[src/rtl/mux_n_rr_reg.sv]
// N-input, W-bit registered multiplexer with valid/ready handshakes on every
// channel and on the output. Mode 0 forwards the channel chosen by s; mode 1
// serves valid channels round-robin, starting after the last granted one.
module mux_n_rr_reg #(
    parameter int unsigned W  = 4,
    parameter int unsigned N  = 4,
    parameter int unsigned SW = 2
) (
    input  logic                clk,
    input  logic                reset_n,
    input  logic [N*W-1:0]      In,
    input  logic [N-1:0]        in_valid,
    output logic [N-1:0]        in_ready,
    input  logic [SW-1:0]       s,
    input  logic                mode,
    output logic [W-1:0]        Out,
    output logic                out_valid,
    input  logic                out_ready,
    output logic [SW-1:0]       chan
);

    // Last granted channel; the round-robin search begins just after it.
    logic [SW-1:0] ptr;

    logic          load;
    logic          grant;
    logic [SW-1:0] g;
    logic [W-1:0]  g_data;

    // The output register may accept a word when empty or being drained.
    always_comb begin
        load = !out_valid || out_ready;
    end

    // Grant selection. Direct select only matches indices below N, so an
    // out-of-range s yields no grant. Round-robin is split into two ordered
    // passes (channels above ptr, then channels up to ptr) which together
    // realise the modulo-N wrap without an adder.
    always_comb begin
        grant  = 1'b0;
        g      = '0;
        g_data = '0;
        if (!mode) begin
            for (int unsigned i = 0; i < N; i++) begin
                if (s == SW'(i) && in_valid[i]) begin
                    grant  = 1'b1;
                    g      = SW'(i);
                    g_data = In[i*W +: W];
                end
            end
        end else begin
            for (int unsigned i = 0; i < N; i++) begin
                if (!grant && SW'(i) > ptr && in_valid[i]) begin
                    grant  = 1'b1;
                    g      = SW'(i);
                    g_data = In[i*W +: W];
                end
            end
            for (int unsigned i = 0; i < N; i++) begin
                if (!grant && SW'(i) <= ptr && in_valid[i]) begin
                    grant  = 1'b1;
                    g      = SW'(i);
                    g_data = In[i*W +: W];
                end
            end
        end
    end

    // One-hot ready to the granted channel; silenced while reset is held.
    always_comb begin
        in_ready = '0;
        for (int unsigned i = 0; i < N; i++) begin
            in_ready[i] = reset_n && load && grant && (g == SW'(i));
        end
    end

    // Output register and round-robin pointer. With no grant the register
    // empties but keeps its last data and channel for observation.
    always_ff @(posedge clk or negedge reset_n) begin
        if (!reset_n) begin
            Out       <= '0;
            out_valid <= 1'b0;
            chan      <= '0;
            ptr       <= SW'(N - 1);
        end else if (load) begin
            if (grant) begin
                Out       <= g_data;
                chan      <= g;
                out_valid <= 1'b1;
                ptr       <= g;
            end else begin
                out_valid <= 1'b0;
            end
        end
    end

endmodule

[config.mk]
export PLATFORM = sky130hd
export DESIGN_NAME = mux_n_rr_reg
export DESIGN_NICKNAME = d
export VERILOG_FILES = /design/src/rtl/mux_n_rr_reg.sv
export SDC_FILE = /design/constraint.sdc
export NUM_CORES = 1
export LEC_CHECK = 0
export ABC_AREA = 1
export BUFFER_PORTS_ARGS = -buffer_cell sky130_fd_sc_hd__buf_2
export CORE_UTILIZATION = 55
export DETAILED_ROUTE_END_ITERATION = 6
export PLACE_DENSITY = 0.87
export SYNTH_ARGS = -nofsm -noshare
export SYNTH_HDL_FRONTEND = slang
export SYNTH_SLANG_ARGS = --single-unit
[constraint.sdc]
create_clock -name clk -period 2.9 [get_ports clk]
set_clock_uncertainty 0.05 [all_clocks]
set_input_delay 0.145 -clock clk [delete_from_list [all_inputs] [get_ports clk]]
set_output_delay 0.145 -clock clk [all_outputs]
set_load 0.01 [all_outputs]
# Yosys cells after proc, flatten, opt, wreduce, memory -nomap -nowiden
# Cells that the tools add are included.
[classes]
order_cmp = 8
eq_ne = 6
n_mux = 45
n_reduce_logical = 37
[op_table]
columns = ["cell", "count"]
rows = [
  ["4-bit 2-to-1 mux", 13],
  ["1-bit logical AND", 25],
  ["1-bit 2-to-1 mux", 23],
  ["2-bit 2-to-1 mux", 9],
  ["2-bit equality test, second input constant", 4],
  ["1-bit logical NOT", 8],
  ["2-bit by 1-bit equality test with 1-bit output, second input constant", 2],
  ["1-bit by 2-bit greater-than comparator with 1-bit output, first input constant", 2],
  ["2-bit greater-than comparator, first input constant", 2],
  ["1-bit by 2-bit <= comparator with 1-bit output, first input constant", 2],
  ["2-bit <= comparator, first input constant", 2],
  ["2-bit logical NOT", 2],
  ["2-bit AND reduction", 1],
  ["1-bit logical OR", 1],
]
[word_totals]
register_bits = 9
inputBits = 26
output_inout_bits = 11
word_cells = 100

# Logic depth before layout (Yosys ltp)
[depth]
ltp_word = 41
mapped_depth = 12
ltp_nobuf = 11

# Worst setup path after synthesis
# No wires, ideal clock.
[synth_path]
path_kind = "register -> output"
from = "reg ptr[1]"
to = "out in_ready[1]"
arrival_ns = 1.528
t_required_ns = 2.705
setup_slack_ns = 1.177
stages_incl_launch_ff = 11
path_buffers = 0
cell_sequence = "dfstp_2 > nand2_1 > nand2_4 > nand4_4 > nor2_4 > nand3_2 > nand2_1 > inv_2 > nand2_2 > nand3_2 > nor2_1"
[synth_between]
elab_chain_len = 41
elab_cells_between_ends = 57
classes_between = "8 x order compare; 1 x eq/ne; 24 x mux; 24 x reduce/logical"
[synth_rtl]
columns = ["item", "line", "rtl"]
rows = [
  ["start: declaration", "23", "logic [SW-1:0] ptr;"],
  ["start signal: assignment", "84", "ptr <= SW'(N - 1);"],
  ["start signal: assignment", "90", "ptr <= g;"],
  ["1-bit by 2-bit greater-than comparator with 1-bit output", "53", "if (!grant && SW'(i) > ptr && in_valid[i]) begin"],
  ["1-bit logical AND", "53", ""],
  ["1-bit 2-to-1 mux", "53", ""],
  ["1-bit 2-to-1 mux", "43", "if (!mode) begin"],
  ["1-bit logical NOT", "53", ""],
  ["1-bit logical AND (2 in a row)", "53", ""],
  ["1-bit 2-to-1 mux", "53", ""],
  ["1-bit 2-to-1 mux", "43", ""],
  ["[23 not listed]", "-", ""],
  ["1-bit 2-to-1 mux", "60", "if (!grant && SW'(i) <= ptr && in_valid[i]) begin"],
  ["1-bit 2-to-1 mux", "43", ""],
  ["1-bit logical NOT", "60", ""],
  ["1-bit logical AND (2 in a row)", "60", ""],
  ["2-bit 2-to-1 mux or 1-bit 2-to-1 mux (tied branches)", "60", ""],
  ["2-bit 2-to-1 mux or 1-bit 2-to-1 mux (tied branches)", "43", ""],
  ["2-bit by 1-bit equality test with 1-bit output or 1-bit logical AND (tied branches)", "73", "in_ready[i] = reset_n && load && grant && (g == SW'(i));"],
  ["1-bit logical AND (*)", "73", ""],
  ["end: declaration", "13", "output logic [N-1:0] in_ready,"],
]
# Every way passes the cells marked *; elsewhere a longest branch is shown, timed or not. The select of a mux whose other input is x is not followed.

# Worst setup path in the final report
# Same ends and word-level chain as after synthesis.

==> reports/qor.txt <==
Placer congestion estimate: 0.905
Post-DP HPWL: 2.41 mm
Synth Register Bits: 9
Fmax: 446 MHz
Final count of hold timing violations: 0
Routed vias/inst: 4.96
Pre-Repair DR Iteration Count: 4
Wire per inst: 10.7 um
Multi-input gate area: 812 um^2
Critical path class: reg -> out
DIE HEIGHT: 48.9 um
Final #Nets: 274
Status: finished, final reports clean
Post-Route WL: 2.95 mm
Fin util: 0.712
I/O pin cnt: 37
Reg clk slew, reported paths: 70 ps
P&R area growth vs syn: 19.0%
Post-synth net total: 235
Actual slew at the worst max-slew pin: 273 ps
Share of cells above drive strength 1: 0.320
Diodes inserted: 0
Post-synth EDFFs: 0
Setup violations, final: 0
Post-Synthesis Cell Area: 1210 um^2
Number of global-route vias before repair: 1,224
Top cell type's share of synthesized area: 0.183
Reg-to-reg setup timing slack: 1120 ps
Total of max-cap violations: 0
Peak supply drop: 0.266 mV
Num CTS Buffers: 3
Slew Viols, Final: 0
Post-synth top cells: nand2_1 (59), nor2_1 (39), inv_1 (33)
Crit path time final: 2240 ps
Post-route cell area: 1440 um^2
Req. time, crit path: 2710 ps
Yosys top cell by area: nand2_1
Hold Path End: out_valid
Buffers on Ports: 36
Core ar.: 2020 um^2
Post-synthesis area per instance: 5.79 um^2
Initial Util: 0.598
Most frequent cell after synthesis: nand2_1
Fin Setup TNS: 0 ps
Yosys warning total: 0
GRT overflow: 0
Final worst setup slack: 659 ps
DRC Markers: 0
Arrival time at the worst endpoint: 2050 ps
Async S/R FF share, synth: 1.00
Die X: 48.9 um
Reg2reg start: ptr[1]
FP Rows: 16
Sequential standard cell area: 228 um^2
Cell Area, Placed: 1400 um^2
TritonCTS clock tree: built
DRT iter0 DRCs: 39
Distinct cells, synth: 24
RSZ-0062 raised after global routing: false
Hold Startpoint: out_ready
Full die area: 2390 um^2
Max clock buf depth: 2
CTS root buf: clkbuf_4
Skew-Pair Late Insertion Delay: 270 ps
Place WS: 1010 ps
Startpoint types: flip-flop
LEAKAGE: 0.863 nW
Filler Cells Inserted: 216
Reg2reg end: Out[0]
Initial antenna violation count: 0
Worst Reg-to-Reg Cells: 9
Period utilization: 0.773
Register area share after synthesis: 0.188
H-tree depth: 1
Total GRT Usage: 0.275
Worst Path Max Fanout: 7
First-pass GRT wire length: 5.16 mm
Sink Count: 9
Maximum number of pins on one net before global-route repair: 13
Tightest Hold Check Type: in -> reg
CP endpoint kind: output port
Pwr dens: 421 nW/um^2
Most used DFF post-synth: dfrtp_1
Total number of vias: 1,360
Synth top area cells: nand2_1 (18%), dfrtp_1 (14%), nor2_1 (12%), inv_1 (10%), nand4_1 (6.2%)
Post-Synthesis Cells: 209
Antenna viol nets, final: 0
Hold path cells: 4
Worst slew margin: 0.818
[cells by family after synthesis]
group                  Yosys count  synth area share
and+or+nand+nor                146             0.604
DFF                              9             0.188
buffers and inverters           43             0.141
AOI/OAI and AO/OA               11            0.0672
[metal layers]
metal | routed length (um) | up-vias | share of wire | track usage
li1 | - | 726 | - | -
met1 | 1330 | 567 | 0.45 | 0.333
met2 | 1410 | 60 | 0.48 | 0.498
met3 | 166 | 7 | 0.056 | 0.0312
met4 | 42 | 0 | 0.014 | 0.0980
met5 | 0 | - | 0 | 0
[where the power goes]
part           total [W]  internal (W)  switching, W  leakage, nW
registers       0.000179      0.000161     0.0000179        0.102
clock network  0.0000985     0.0000531     0.0000454       0.0150
logic           0.000328      0.000116      0.000212        0.746
total           0.000606      0.000330      0.000276        0.863
[sequential cells by signal, summed over array words and instances (netlist names)]
signal	flops
chan	2
ptr	2
Out	4
out_valid	1
[timing repair]
item                                   CTS  global route
setup buffers                            0             0
endpoints found under the hold margin    9             0
resized for setup                        0             0
hold buffers                             1             0
[cells in the final DEF (no fill, tap or decap), types with 2 or more instances in the layout]
master	Yosys	final
nand4_1	12	12
nand2_2	8	8
nand2_1	59	59
inv_1	33	33
a21oi_2	4	4
inv_2	6	6
nand2_4	2	2
nor2_2	7	7
dfstp_2	2	2
buf_2	1	36
clkbuf_4	0	3
o211ai_1	4	4
o21ai_0	2	2
nor2_4	2	2
nor2_1	39	39
nand3_2	6	6
dfrtp_1	7	7
nand3_1	8	8
[area by class of cell]
class,instances,area share
Clock buffer,4,0.0182
Inverter,40,0.104
Multi-Input combinational cell,157,0.564
Sequential cell,9,0.158
Tap cell,27,0.0235
Timing Repair Buffer,37,0.132
[metrics by stage]
step	total power, W	std cells	hold slack (ps)
6_report	0.000606	274	170
3_3_place_gp	0.000499	269	-29.6
5_1_grt	0.000664	274	181
4_1_cts	0.000604	274	162
2_1_floorplan	0.000416	209	-201
3_5_place_dp	0.000505	269	-28.8
[worst max path at each step]
stage,startpoint,to,slack (ps),cells past startpoint
6_report,ptr[1],in_ready[1],660,11
5_1_grt,ptr[1],in_ready[1],530,11
4_1_cts,ptr[1],in_ready[1],690,11
3_5_place_dp,ptr[1],in_ready[3],1010,11
3_3_place_gp,ptr[1],in_ready[3],1070,11
2_1_floorplan,ptr[1],in_ready[1],1180,10
[worst max-delay path: stages, from the launching register on]
cell and delay (ps):
dfstp_2 560, nand2_1 90, nand2_4 120, nand4_4 110, nor2_4 180, nand3_2 130
nand2_1 100, inv_2 50, nand2_2 70, nand3_2 70, nor2_1 140, buf_2 160
Note: power is estimated with default switching activity, not from simulation.
